**config.mk**
```make
export PLATFORM = sky130hd
export DESIGN_NAME = seq_serializer
export DESIGN_NICKNAME = d
export VERILOG_FILES = /design/src/rtl/seq_pkg.sv /design/src/rtl/seq_fifo.sv /design/src/rtl/seq_serializer.sv
export SDC_FILE = /design/constraint.sdc
export NUM_CORES = 1
export LEC_CHECK = 0
export ABC_CLOCK_PERIOD_IN_PS = 2600
export BUFFER_PORTS_ARGS = -buffer_cell sky130_fd_sc_hd__buf_2
export CAP_MARGIN = 20
export CORE_UTILIZATION = 45
export DETAILED_ROUTE_END_ITERATION = 8
export MAX_ROUTING_LAYER = met4
export SYNTH_ARGS = -nofsm -noshare
export SYNTH_HDL_FRONTEND = slang
export SYNTH_SLANG_ARGS = --single-unit
```
**constraint.sdc**
```tcl
create_clock -name clk -period 2.6 [get_ports clk]
set_clock_uncertainty 0.05 [all_clocks]
set_input_delay 0.26 -clock clk [delete_from_list [all_inputs] [get_ports clk]]
set_output_delay 0.26 -clock clk [all_outputs]
set_load 0.01 [all_outputs]
```
**src/rtl/seq_pkg.sv**
```systemverilog
// Shared definitions for the sequence-detector front end: default sizes and
// the serializer state type.
package seq_pkg;

  localparam int SEQ_W_DEF     = 8;
  localparam int SEQ_DEPTH_DEF = 4;

  typedef enum logic {
    IDLE  = 1'b0,
    SHIFT = 1'b1
  } ser_state_t;

endpackage

```
**src/rtl/seq_fifo.sv**
```systemverilog
// Generic synchronous circular-buffer FIFO with registered count.
// Head word is presented combinationally on rdata; there is no write-to-read bypass.
module seq_fifo
  import seq_pkg::*;
#(
  parameter int W     = SEQ_W_DEF,
  parameter int DEPTH = SEQ_DEPTH_DEF
) (
  input  logic                     clk,
  input  logic                     rst,
  input  logic                     push,
  input  logic                     pop,
  input  logic [W-1:0]             wdata,
  output logic [W-1:0]             rdata,
  output logic                     full,
  output logic                     empty,
  output logic [$clog2(DEPTH):0]   count
);

  localparam int AW = $clog2(DEPTH);
  localparam int CW = AW + 1;

  logic [W-1:0]  mem [DEPTH];
  logic [AW-1:0] wr_ptr;
  logic [AW-1:0] rd_ptr;
  logic          do_push;
  logic          do_pop;

  assign full    = (count == CW'(DEPTH));
  assign empty   = (count == '0);
  assign do_push = push && !full;
  assign do_pop  = pop && !empty;
  assign rdata   = mem[rd_ptr];

  always_ff @(posedge clk) begin
    if (rst) begin
      wr_ptr <= '0;
      rd_ptr <= '0;
      count  <= '0;
    end else begin
      if (do_push) wr_ptr <= wr_ptr + AW'(1);
      if (do_pop)  rd_ptr <= rd_ptr + AW'(1);
      case ({do_push, do_pop})
        2'b10:   count <= count + CW'(1);
        2'b01:   count <= count - CW'(1);
        default: count <= count;
      endcase
    end
  end

  // Storage carries no reset; validity is tracked entirely by the pointers and count.
  always_ff @(posedge clk) begin
    if (do_push) mem[wr_ptr] <= wdata;
  end

endmodule

```
**src/rtl/seq_serializer.sv**
```systemverilog
// Buffers W-bit words and shifts them out MSB-first, one bit per clock,
// chaining consecutive words with no idle bit between them.
module seq_serializer
  import seq_pkg::*;
#(
  parameter int W     = SEQ_W_DEF,
  parameter int DEPTH = SEQ_DEPTH_DEF
) (
  input  logic         clk,
  input  logic         rst,
  input  logic [W-1:0] in_data,
  input  logic         in_valid,
  output logic         in_ready,
  output logic         dout,
  output logic         dout_valid,
  output logic         busy
);

  localparam int BW = $clog2(W);

  ser_state_t               state, state_nxt;
  logic [W-1:0]             shift_reg, shift_nxt;
  logic [BW-1:0]            bit_cnt, bit_cnt_nxt;
  logic                     fifo_push;
  logic                     fifo_pop;
  logic [W-1:0]             fifo_rdata;
  logic                     fifo_full;
  logic                     fifo_empty;
  logic [$clog2(DEPTH):0]   fifo_count;

  assign fifo_push = in_valid && !fifo_full;

  seq_fifo #(
    .W     (W),
    .DEPTH (DEPTH)
  ) u_fifo (
    .clk   (clk),
    .rst   (rst),
    .push  (fifo_push),
    .pop   (fifo_pop),
    .wdata (in_data),
    .rdata (fifo_rdata),
    .full  (fifo_full),
    .empty (fifo_empty),
    .count (fifo_count)
  );

  always_ff @(posedge clk) begin
    if (rst) begin
      state     <= IDLE;
      shift_reg <= '0;
      bit_cnt   <= '0;
    end else begin
      state     <= state_nxt;
      shift_reg <= shift_nxt;
      bit_cnt   <= bit_cnt_nxt;
    end
  end

  // On the last bit the next word is reloaded in the same edge so the stream stays gapless.
  always_comb begin
    state_nxt   = state;
    shift_nxt   = shift_reg;
    bit_cnt_nxt = bit_cnt;
    fifo_pop    = 1'b0;
    case (state)
      IDLE: begin
        if (!fifo_empty) begin
          fifo_pop    = 1'b1;
          shift_nxt   = fifo_rdata;
          bit_cnt_nxt = BW'(W - 1);
          state_nxt   = SHIFT;
        end
      end
      SHIFT: begin
        if (bit_cnt == '0) begin
          if (!fifo_empty) begin
            fifo_pop    = 1'b1;
            shift_nxt   = fifo_rdata;
            bit_cnt_nxt = BW'(W - 1);
          end else begin
            shift_nxt = {shift_reg[W-2:0], 1'b0};
            state_nxt = IDLE;
          end
        end else begin
          shift_nxt   = {shift_reg[W-2:0], 1'b0};
          bit_cnt_nxt = bit_cnt - BW'(1);
        end
      end
      default: state_nxt = IDLE;
    endcase
  end

  assign in_ready   = !fifo_full;
  assign dout_valid = (state == SHIFT);
  assign dout       = (state == SHIFT) && shift_reg[W-1];
  assign busy       = (state == SHIFT) || (fifo_count != '0);

endmodule

```
==> results of run 1 <==
area by class of cell:
type                       count  area, um2  area share [%]
sequential                    53       1380            57.3
timing repair buffer          15       77.6            3.22
multi-input combinational     83        746            30.9
inverter                      11       42.5            1.76
clock buffer                   7       76.3            3.16
tap                           67       83.8            3.48
clock inverter                 1       5.00           0.207
cell families after synthesis:
| family | after synthesis | synth area share, % |
|---|---|---|
| adder cells (fa/ha/maj) | 8 | 4.89 |
| AND/OR/NAND/NOR | 36 | 9.10 |
| multiplexers | 8 | 9.21 |
| buffers and inverters | 16 | 3.35 |
| AO/OA/AOI/OAI | 26 | 8.70 |
| XOR/XNOR | 5 | 1.99 |
| flip-flops | 53 | 62.8 |
worst paths after layout:
| check | start | to | slack (ns) | depth (start not counted) |
|---|---|---|---|---|
| max | u_fifo.count[2]$_SDFFE_PP0P_ | u_fifo.count[2]$_SDFFE_PP0P_ | 0.18 | 9 |
| min | in_data[4] | u_fifo.mem[1][4]$_DFFE_PP_ | 0.12 | 1 |
| max reg2reg | u_fifo.count[2]$_SDFFE_PP0P_ | u_fifo.count[2]$_SDFFE_PP0P_ | 0.18 | 9 |
| min reg2reg | shift_reg[7]$_SDFFE_PP0P_ | shift_reg[7]$_SDFFE_PP0P_ | 0.40 | 2 |
per-layer routing:
metal | track usage, % | up-vias | share of wire, %
met5 | - | - | 0
met4 | 7.84 | 0 | 2.7
met3 | 4.17 | 11 | 3.4
met2 | 25.8 | 24 | 48
met1 | 18.0 | 589 | 46
li1 | - | 597 | -
power by group through the flow:
stage          logic (mW)  clock network, mW  registers (mW)
6_report            0.882              0.429            1.24
5_1_grt             0.985              0.469            1.27
4_1_cts             0.895              0.442            1.24
3_5_place_dp        0.892                  0            1.26
3_3_place_gp        0.845                  0            1.25
2_1_floorplan       0.734                  0            1.18
critical path, stage by stage (launching register included):
cell and delay [ns]:
dfxtp_1 0.40, or3b_4 0.43, and2_4 0.19, clkinv_2 0.05, ha_1 0.16, inv_1 0.06, fa_1 0.37, xor2_1 0.16
or3_1 0.33, a21oi_1 0.15
placed cells by master (no fill, tap or decap), types with 2 or more instances in the layout:
cell type	netlist	routed
and2_1	2	2
nand2_1	7	7
nor3_2	2	2
mux4_1	6	6
nor3_1	2	2
dfxtp_1	21	21
o21ai_0	6	6
ha_1	7	7
clkbuf_8	0	5
nor2_1	12	12
mux4_2	2	2
and3_2	3	3
xnor2_1	3	3
clkbuf_1	1	2
xor2_1	2	2
inv_1	10	10
a21oi_1	3	3
edfxtp_1	32	32
a221oi_1	3	3
a211oi_1	2	2
buf_2	1	14
a22oi_1	7	7
clkinv_2	1	2
==> reports/qor.csv, run 1 <==
stage;metric;value;unit
run_status;status;finished, final reports clean;
cts;cts_resized;0;
place;gp_congestion;0.754;
critical_path;cp-start-kind;flop;
yosys;synth_top_area_cell;edfxtp_1;
route;final_antenna_net_count;0;
global_routing;grt_pass1_wl;5730;um
timing;period_share;93.1;%
floorplanning;io_pins;15;
timing;worst_pin_slew;0.486;ns
cts;cts_root_buffer;clkbuf_8;
route;drc;0;
floorplanning;dieHeight;71.9;um
floorplanning;die-area;0.00517;mm2
pwr;clockPowerShare;16.8;%
finish;largest_register_ffs;32;
finish;finish.instance_area;0.00241;mm2
yosys;synth_cell_types;39;
global_routing;grt_usage;15.8;%
pwr;power_density;1060;mW/mm2
pwr;power;2.55;mW
global_routing;grt_pass1_vias;1234;
finish;drive_above_1_share;21.2;%
place;pre_cts_ws;0.217;ns
yosys;syn_avg_cell_area;14.5;um2
yosys;synth_edf_count;32;
floorplanning;initial_core_util;46.6;%
route;vias_per_cell;5.15;
timing;hold_ws;0.121;ns
run;drv_cap;0;
timing;min_period;2.42;ns
yosys;netlist_area;0.00220;mm2
finish;fin_nets;188;
worst_hold_path;min_path_type;input port to flop;
yosys;syn_inst;152;
place;dpl.hpwl;2470;um
finish;final_cells;237;
floorplanning;core;0.00472;mm2
timing;final_max_slew_viol_count;0;
timing;max-slew-margin-rel;67.5;%
place;place_inst;229;
global_routing;grt_remaining_overflow;0;
yosys;yosysWarnings;0;
timing;fmax;0.413;GHz
cts;clk_latency;0.29;ns
critical_path;crit_path_end_kind;flop;
timing;setup_slack;0.180;ns
floorplanning;fp-row-count;25;
finish;post-route-util;51.1;%
cts;clockBufferDepth;2;
timing;hold_violations;0;
place;port_buffers;14;
finish;diodes;0;
yosys;dominantRegCellSynth;edfxtp_1;
yosys;synth-async-reset-ratio;0;%
route;drtIter0Drc;60;
cts;htreeDepth;2;
critical_path;critPathArrivalTime;2.60;ns
pwr;seqPwrFrac;48.6;%
finish;nFillCells;394;
place;placed_cell_area;0.00233;mm2
global_routing;antenna_found_initial;0;
pwr;p_leak;0.868;nW
pwr;netSwitchingFraction;33.9;%
route;routed_wirelength;3510;um
route;vias;1221;
cts;cts_buffers;5;
yosys;synth_area_leaders;edfxtp_1 44%, dfxtp_1 19%, mux4_1 7.2%, ha_1 4.0%, a22oi_1 2.4%;
yosys;ys_ff_latch;53;
yosys;synth_most_common_cell;edfxtp_1;
yosys;synth_commonest_cells;32 x edfxtp_1, 21 x dfxtp_1, 12 x nor2_1;
finish;syn_to_final_growth;9.61;%
cts;ctsHoldBuffers;0;
floorplanning;die_w;71.9;um
critical_path;path_max_fanout;6;
pwr;switching_power;863;uW
route;wire_per_inst;14.8;um
timing;fin_tns_setup;0;ns
critical_path;crit_required;2.78;ns
pwr;peakVddDrop;0.000551;V
pwr;comb_power_share;34.6;%
timing;rsz0062_at_grt;false;
cts;tritoncts;done;
cts;clkSlewWorstSetupHoldPaths;0.08;ns
timing;setup_viol;0;
cts;postCtsSetupBuffers;0;
route;dr.pass1.iters;4;
cts;cts_sinks;53;
yosys;syn-num-nets;171;
pwr;p_int;1.69;mW
yosys;yosysTopAreaCellShare;43.7;%
critical_path;crit_type;flop to flop;
yosys;yosysSeqAreaShare;62.8;%
global_routing;grt_max_degree;22;
No activity file was read; power rests on OpenSTA's default activity.
==> run 2, diff against run 1 <==
--- a/config.mk
+++ b/config.mk
@@ -8,9 +8,10 @@
 export ABC_CLOCK_PERIOD_IN_PS = 2600
 export BUFFER_PORTS_ARGS = -buffer_cell sky130_fd_sc_hd__buf_2
 export CAP_MARGIN = 20
-export CORE_UTILIZATION = 45
+export CORE_UTILIZATION = 50
 export DETAILED_ROUTE_END_ITERATION = 8
 export MAX_ROUTING_LAYER = met4
+export PLACE_DENSITY = 0.68
 export SYNTH_ARGS = -nofsm -noshare
 export SYNTH_HDL_FRONTEND = slang
 export SYNTH_SLANG_ARGS = --single-unit
==> run 2 against run 1 <==
  * Largest power group unchanged
  * Largest cell class unchanged
  * Sequential cell count stayed put
  * Sequential power hardly changed
  * Register-to-register slack hardly changed
  * Clock-buffer cell count is 2 lower
  * Via count stayed put
  * Maximum frequency is 0.50% higher
==> reports/qor.csv, run 2 (same netlist as run 1, synthesis figures left out) <==
stage;metric;value;unit;change
critical_path;path_max_fanout;6;;unchanged
finish;fin_nets;190;;+1.1%
timing;rsz0062_at_grt;false;;
pwr;power_density;1080;mW/mm2;+2.2%
critical_path;crit_required;2.78;ns;about the same
timing;worst_pin_slew;0.490;ns;+0.00393 ns
finish;syn_to_final_growth;9.55;%;about the same
floorplanning;die-area;0.00467;mm2;-9.7%
worst_hold_path;min_delay_path_depth;1;;unchanged
timing;min_period;2.41;ns;-0.0119 ns
critical_path;cp-start-kind;flop;;
floorplanning;die_w;68.3;um;-5.0%
floorplanning;dieHeight;68.3;um;-5.0%
timing;final_max_slew_viol_count;0;;unchanged
place;gp_congestion;0.783;;+3.9%
timing;setup_slack;0.192;ns;+0.0119 ns
timing;hold_violations;0;;unchanged
finish;seqCellArea;0.00138;mm2;unchanged
route;vias;1221;;unchanged
cts;tritoncts;done;;
run;drv_cap;0;;unchanged
finish;final_common_cell;edfxtp_1;;
cts;ctsHoldBuffers;0;;unchanged
route;drtIter0Drc;64;;+6.7%
place;placed_cell_area;0.00230;mm2;-1.2%
floorplanning;initial_core_util;53.5;%;+6.9 points
timing;fin_tns_setup;0;ns;unchanged
route;final_antenna_net_count;0;;unchanged
global_routing;grt_max_degree;22;;unchanged
worst_hold_path;min_from;in_data[3];;
cts;htreeDepth;2;;unchanged
pwr;p_leak;0.881;nW;+1.5%
finish;mostFrequentLayoutCells;32 x edfxtp_1, 21 x dfxtp_1, 14 x buf_2;;
route;wire_per_inst;16.1;um;+8.6%
timing;setup_viol;0;;unchanged
critical_path;critPathArrivalTime;2.59;ns;about the same
finish;final_cells;222;;-6.3%
global_routing;antenna_found_initial;0;;unchanged
global_routing;grt_pass1_vias;1238;;+0.32%
pwr;peakVddDrop;0.000544;V;-1.2%
finish;nFillCells;315;;-20%
route;routed_wirelength;3570;um;+1.8%
floorplanning;io_pins;15;;unchanged
floorplanning;fp-row-count;23;;-8.0%
place;dpl.hpwl;2490;um;+0.69%
pwr;power;2.61;mW;+2.2%
finish;drive_above_1_share;22.7;%;+1.5 points
critical_path;crit_path_end_kind;flop;;
finish;largest_register_ffs;32;;unchanged
global_routing;grt_remaining_overflow;0;;unchanged
cts;cts_root_buffer;clkbuf_8;;
global_routing;grt_usage;18.2;%;+2.4 points
place;pre_cts_ws;0.117;ns;-0.0994 ns
run_status;status;finished, final reports clean;;
timing;hold_ws;0.113;ns;-0.00818 ns
critical_path;r2r_cells;10;;+1
floorplanning;core;0.00412;mm2;-13%
route;vias_per_cell;5.50;;+6.8%
finish;multiInputGateArea;746;um2;unchanged
route;drc;0;;unchanged
worst_hold_path;min_path_type;input port to flop;;
place;port_buffers;14;;unchanged
finish;post-route-util;58.6;%;+7.5 points
timing;fmax;0.415;GHz;+0.50%
cts;clk_latency;0.31;ns;+0.02 ns
route;dr.pass1.iters;4;;unchanged
finish;diodes;0;;unchanged
cts;postCtsSetupBuffers;0;;unchanged
critical_path;crit_type;flop to flop;;
cts;clkSlewWorstSetupHoldPaths;0.09;ns;about the same
critical_path;cp-startpoint;bit_cnt[0]$_SDFF_PP0_;;
finish;finish.instance_area;0.00241;mm2;about the same
global_routing;grt_pass1_wl;5680;um;-0.86%
cts;cts_buffers;5;;unchanged
cts;cts_sinks;53;;unchanged
timing;max-slew-margin-rel;67.3;%;-0.26 points
critical_path;r2r_start;bit_cnt[0]$_SDFF_PP0_;;
cts;clockBufferDepth;2;;unchanged
timing;period_share;92.6;%;-0.46 points
cts;cts_resized;0;;unchanged
place;place_inst;211;;-7.9%
## run 2: cell count changes in the layout (fill, tap and decap cells not counted), sizes merged
cell	change
clkbuf	-2
clkinv	+2
buf	+2
## run 2: report_power, final
part	switching [mW]	internal, mW
clock network	0.258	0.187
registers	0.157	1.08
logic	0.476	0.444
total	0.891	1.71
## run 2: metal layers
| metal | wire length [um] | global-route usage, % |
|---|---|---|
| met5 | 0 | - |
| met4 | 65 | 7.81 |
| met3 | 102 | 4.50 |
| met2 | 1820 | 29.8 |
| met1 | 1580 | 21.3 |
## run 2: path summary, 6_finish.rpt
| kind | endpoint | slack (ns) |
|---|---|---|
| min | u_fifo.mem[2][3]$_DFFE_PP_ | 0.11 |
| min reg2reg | shift_reg[6]$_SDFFE_PP0P_ | 0.42 |
| max | u_fifo.count[2]$_SDFFE_PP0P_ | 0.19 |
| max reg2reg | u_fifo.count[2]$_SDFFE_PP0P_ | 0.19 |
## run 2: layout make-up
class	count	area share, %
tap	50	2.59
sequential	53	57.3
clock buffer	5	2.85
clock inverter	3	0.727
timing repair buffer	17	3.84
multi-input combinational	83	30.9
inverter	11	1.76
## run 2: worst max-delay path: stages, from the launching register on
cell	delay [ns]
dfxtp_1	0.34
inv_1	0.09
ha_1	0.20
nand2b_1	0.16
a21oi_4	0.25
ha_1	0.22
inv_1	0.06
fa_1	0.37
xor2_1	0.16
or3_1	0.32
a21oi_1	0.14
==> run 3, diff against run 2 <==
--- a/config.mk
+++ b/config.mk
@@ -8,10 +8,9 @@
 export ABC_CLOCK_PERIOD_IN_PS = 2600
 export BUFFER_PORTS_ARGS = -buffer_cell sky130_fd_sc_hd__buf_2
 export CAP_MARGIN = 20
-export CORE_UTILIZATION = 50
+export CORE_UTILIZATION = 40
 export DETAILED_ROUTE_END_ITERATION = 8
 export MAX_ROUTING_LAYER = met4
-export PLACE_DENSITY = 0.68
 export SYNTH_ARGS = -nofsm -noshare
 export SYNTH_HDL_FRONTEND = slang
 export SYNTH_SLANG_ARGS = --single-unit
==> run 3 against run 2 <==
  * Sequential cell count stayed put
  * Clock-buffer cell count stayed put
  * Die area is 24% higher
  * Core utilization is 12 points lower
  * Routed wire length is 3.9% lower
  * Via count is 0.25% higher
  * Cell area is 0.88% higher
  * Critical path type unchanged
  * Highest routed layer unchanged
==> reports/qor.csv, run 3 (same netlist as run 1, synthesis figures left out) <==
stage;metric;value;unit;change
floorplanning;initial_core_util;42.3;%;-11 points
pwr;netSwitchingFraction;33.9;%;-0.32 points
timing;fin_tns_setup;0;ns;unchanged
global_routing;grt_remaining_overflow;0;;unchanged
critical_path;r2r_start;u_fifo.count[2]$_SDFFE_PP0P_;;
worst_hold_path;holdPathEnd;u_fifo.mem[2][3]$_DFFE_PP_;;
global_routing;grt_max_degree;22;;unchanged
floorplanning;dieHeight;76.2;um;+11%
floorplanning;io_pins;15;;unchanged
pwr;switching_power;874;uW;-1.9%
finish;drive_above_1_share;22.2;%;-0.45 points
cts;cts_buffers;5;;unchanged
cts;clkSlewWorstSetupHoldPaths;0.09;ns;about the same
place;place_inst;231;;+9.5%
run;drv_cap;0;;unchanged
timing;period_share;91.1;%;-1.5 points
pwr;power_density;1060;mW/mm2;-1.9%
cts;cts_sinks;53;;unchanged
finish;largest_register_ffs;32;;unchanged
timing;worst_pin_slew;0.466;ns;-0.0246 ns
route;drtIter0Drc;92;;+44%
global_routing;grt_usage;13.8;%;-4.4 points
route;dr.pass1.iters;5;;+1
critical_path;critPathArrivalTime;2.56;ns;-0.03 ns
finish;syn_to_final_growth;10.5;%;
critical_path;slowest_delay;0.43;ns;+0.06 ns
worst_hold_path;min_path_type;input port to flop;;
run_status;status;finished, final reports clean;;
finish;seqCellArea;0.00138;mm2;unchanged
critical_path;crit_type;flop to flop;;
route;drc;0;;unchanged
place;dpl.hpwl;2410;um;-3.2%
pwr;p_int;1.71;mW;-0.53%
timing;rsz0062_at_grt;false;;
route;vias;1224;;+0.25%
global_routing;grt_pass1_vias;1275;;+3.0%
cts;clockBufferDepth;2;;unchanged
global_routing;antenna_found_initial;0;;unchanged
place;port_buffers;14;;unchanged
worst_hold_path;min_delay_path_depth;1;;unchanged
critical_path;r2r_cells;9;;-1
critical_path;crit_path_end_kind;flop;;
worst_hold_path;min_from;in_data[3];;
critical_path;crit_slowest_cell;or3b_4;;
timing;final_max_slew_viol_count;0;;unchanged
floorplanning;fp-row-count;26;;+13%
cts;htreeDepth;2;;unchanged
critical_path;worst-path-buf-inv;2;;unchanged
critical_path;worstPathCellList;or3b_4, and2_4, clkinv_2, ha_1, inv_1, fa_1, xor2_1, or3_1, a21oi_1;;
pwr;p_leak;0.877;nW;-0.50%
critical_path;r2r_end;u_fifo.count[2]$_SDFFE_PP0P_;;
finish;mostFrequentLayoutCells;32 x edfxtp_1, 21 x dfxtp_1, 14 x buf_2;;
place;placed_cell_area;0.00233;mm2;+1.1%
timing;max-slew-margin-rel;68.9;%;+1.6 points
finish;nFillCells;477;;+51%
pwr;seqPwrFrac;47.9;%;+0.3 points
critical_path;crit_required;2.79;ns;about the same
global_routing;grt_pass1_wl;5910;um;+4.0%
finish;multiInputGateArea;746;um2;unchanged
cts;clk_latency;0.31;ns;about the same
finish;finish.instance_area;0.00243;mm2;+0.88%
finish;final_common_cell;edfxtp_1;;
timing;min_period;2.37;ns;-0.0381 ns
timing;setup_viol;0;;unchanged
critical_path;path_max_fanout;6;;unchanged
route;vias_per_cell;5.08;;-7.7%
route;routed_wirelength;3430;um;-3.9%
pwr;peakVddDrop;0.000493;V;-9.3%
floorplanning;die-area;0.00580;mm2;+24%
pwr;clockPowerShare;17.6;%;+0.5 points
pwr;comb_power_share;34.5;%;-0.8 points
critical_path;r2r_slack;0.23;ns;+0.04 ns
timing;hold_violations;0;;unchanged
finish;diodes;0;;unchanged
cts;ctsHoldBuffers;0;;unchanged
timing;fmax;0.422;GHz;+1.6%
route;final_antenna_net_count;0;;unchanged
finish;final_cells;241;;+8.6%
floorplanning;die_w;76.2;um;+11%
finish;fin_nets;189;;-0.53%
cts;tritoncts;done;;
floorplanning;core;0.00520;mm2;+26%
cts;cts_root_buffer;clkbuf_8;;
place;gp_congestion;0.771;;-1.5%
route;wire_per_inst;14.2;um;-11%
critical_path;crit_family;simple AND/OR/NAND/NOR gates;;
critical_path;cp-start-kind;flop;;
run 3: changes by cell type in the layout (fill, tap and decap cells not counted), sizes merged:
cell,before,now
buf,17,16
clkinv,4,3
inv,10,11
run 3: timing repair:
item / CTS / global route
resized for setup: 0 / 0
buffers inserted: 0 / 2
setup endpoints to repair: 0 / 1
hold endpoints to repair: 0 / 0
run 3: worst register-to-register path, stage by stage (launching register included):
cell and delay, ns:
dfxtp_1 0.40, or3b_4 0.43, and2_4 0.19, clkinv_2 0.06, ha_1 0.16, inv_1 0.06
fa_1 0.37, xor2_1 0.15, or3_1 0.30, a21oi_1 0.14
run 3: how the worst max path moves through the flow:
stage | from | endpoint | slack (ns) | cells past startpoint
finish | u_fifo.count[2]$_SDFFE_PP0P_ | u_fifo.count[2]$_SDFFE_PP0P_ | 0.23 | 9
global route | u_fifo.count[2]$_SDFFE_PP0P_ | u_fifo.count[2]$_SDFFE_PP0P_ | 0.06 | 9
global placement | bit_cnt[0]$_SDFF_PP0_ | u_fifo.count[2]$_SDFFE_PP0P_ | 0.25 | 10
CTS | bit_cnt[0]$_SDFF_PP0_ | u_fifo.count[2]$_SDFFE_PP0P_ | 0.11 | 10
detailed placement | bit_cnt[0]$_SDFF_PP0_ | u_fifo.count[2]$_SDFFE_PP0P_ | 0.13 | 10
floorplan | u_fifo.count[2]$_SDFFE_PP0P_ | u_fifo.count[2]$_SDFFE_PP0P_ | 0.33 | 9
run 3: layer usage:
metal | wire length, um | share of wire (%) | vias up | GRT usage (%)
met1 | 1560 | 46 | 604 | 15.6
met2 | 1700 | 50 | 17 | 23.1
met3 | 109 | 3.2 | 6 | 2.63
li1 | - | - | 597 | -
met5 | 0 | 0 | - | -
met4 | 56 | 1.6 | 0 | 7.31
run 3: stage by stage:
step	worst slack (ns)	utilization (%)	total power [mW]	hold WS, ns
after global routing	0.0606	46.7	2.76	0.118
after global placement	0.245	44.7	2.07	0.386
after floorplan	0.330	-	1.91	0.309
after detailed placement	0.134	44.7	2.12	0.394
final	0.230	46.7	2.58	0.114
after CTS	0.114	46.4	2.57	0.104
run 3: layout make-up:
cell class                      count  area share, %
Clock buffer                        5           2.83
Timing Repair Buffer               16           3.50
Multi-Input combinational cell     83           30.7
Tap cell                           70           3.60
Inverter                           11           1.75
Sequential cell                    53           56.8
Clock inverter                      3          0.874
run 3: power groups by stage:
stage          sequential (mW)  clock [mW]  combinational, mW
6_report                  1.24       0.454              0.889
5_1_grt                   1.27       0.495              0.997
4_1_cts                   1.24       0.467              0.863
3_5_place_dp              1.26           0              0.857
3_3_place_gp              1.25           0              0.818
2_1_floorplan             1.18           0              0.734
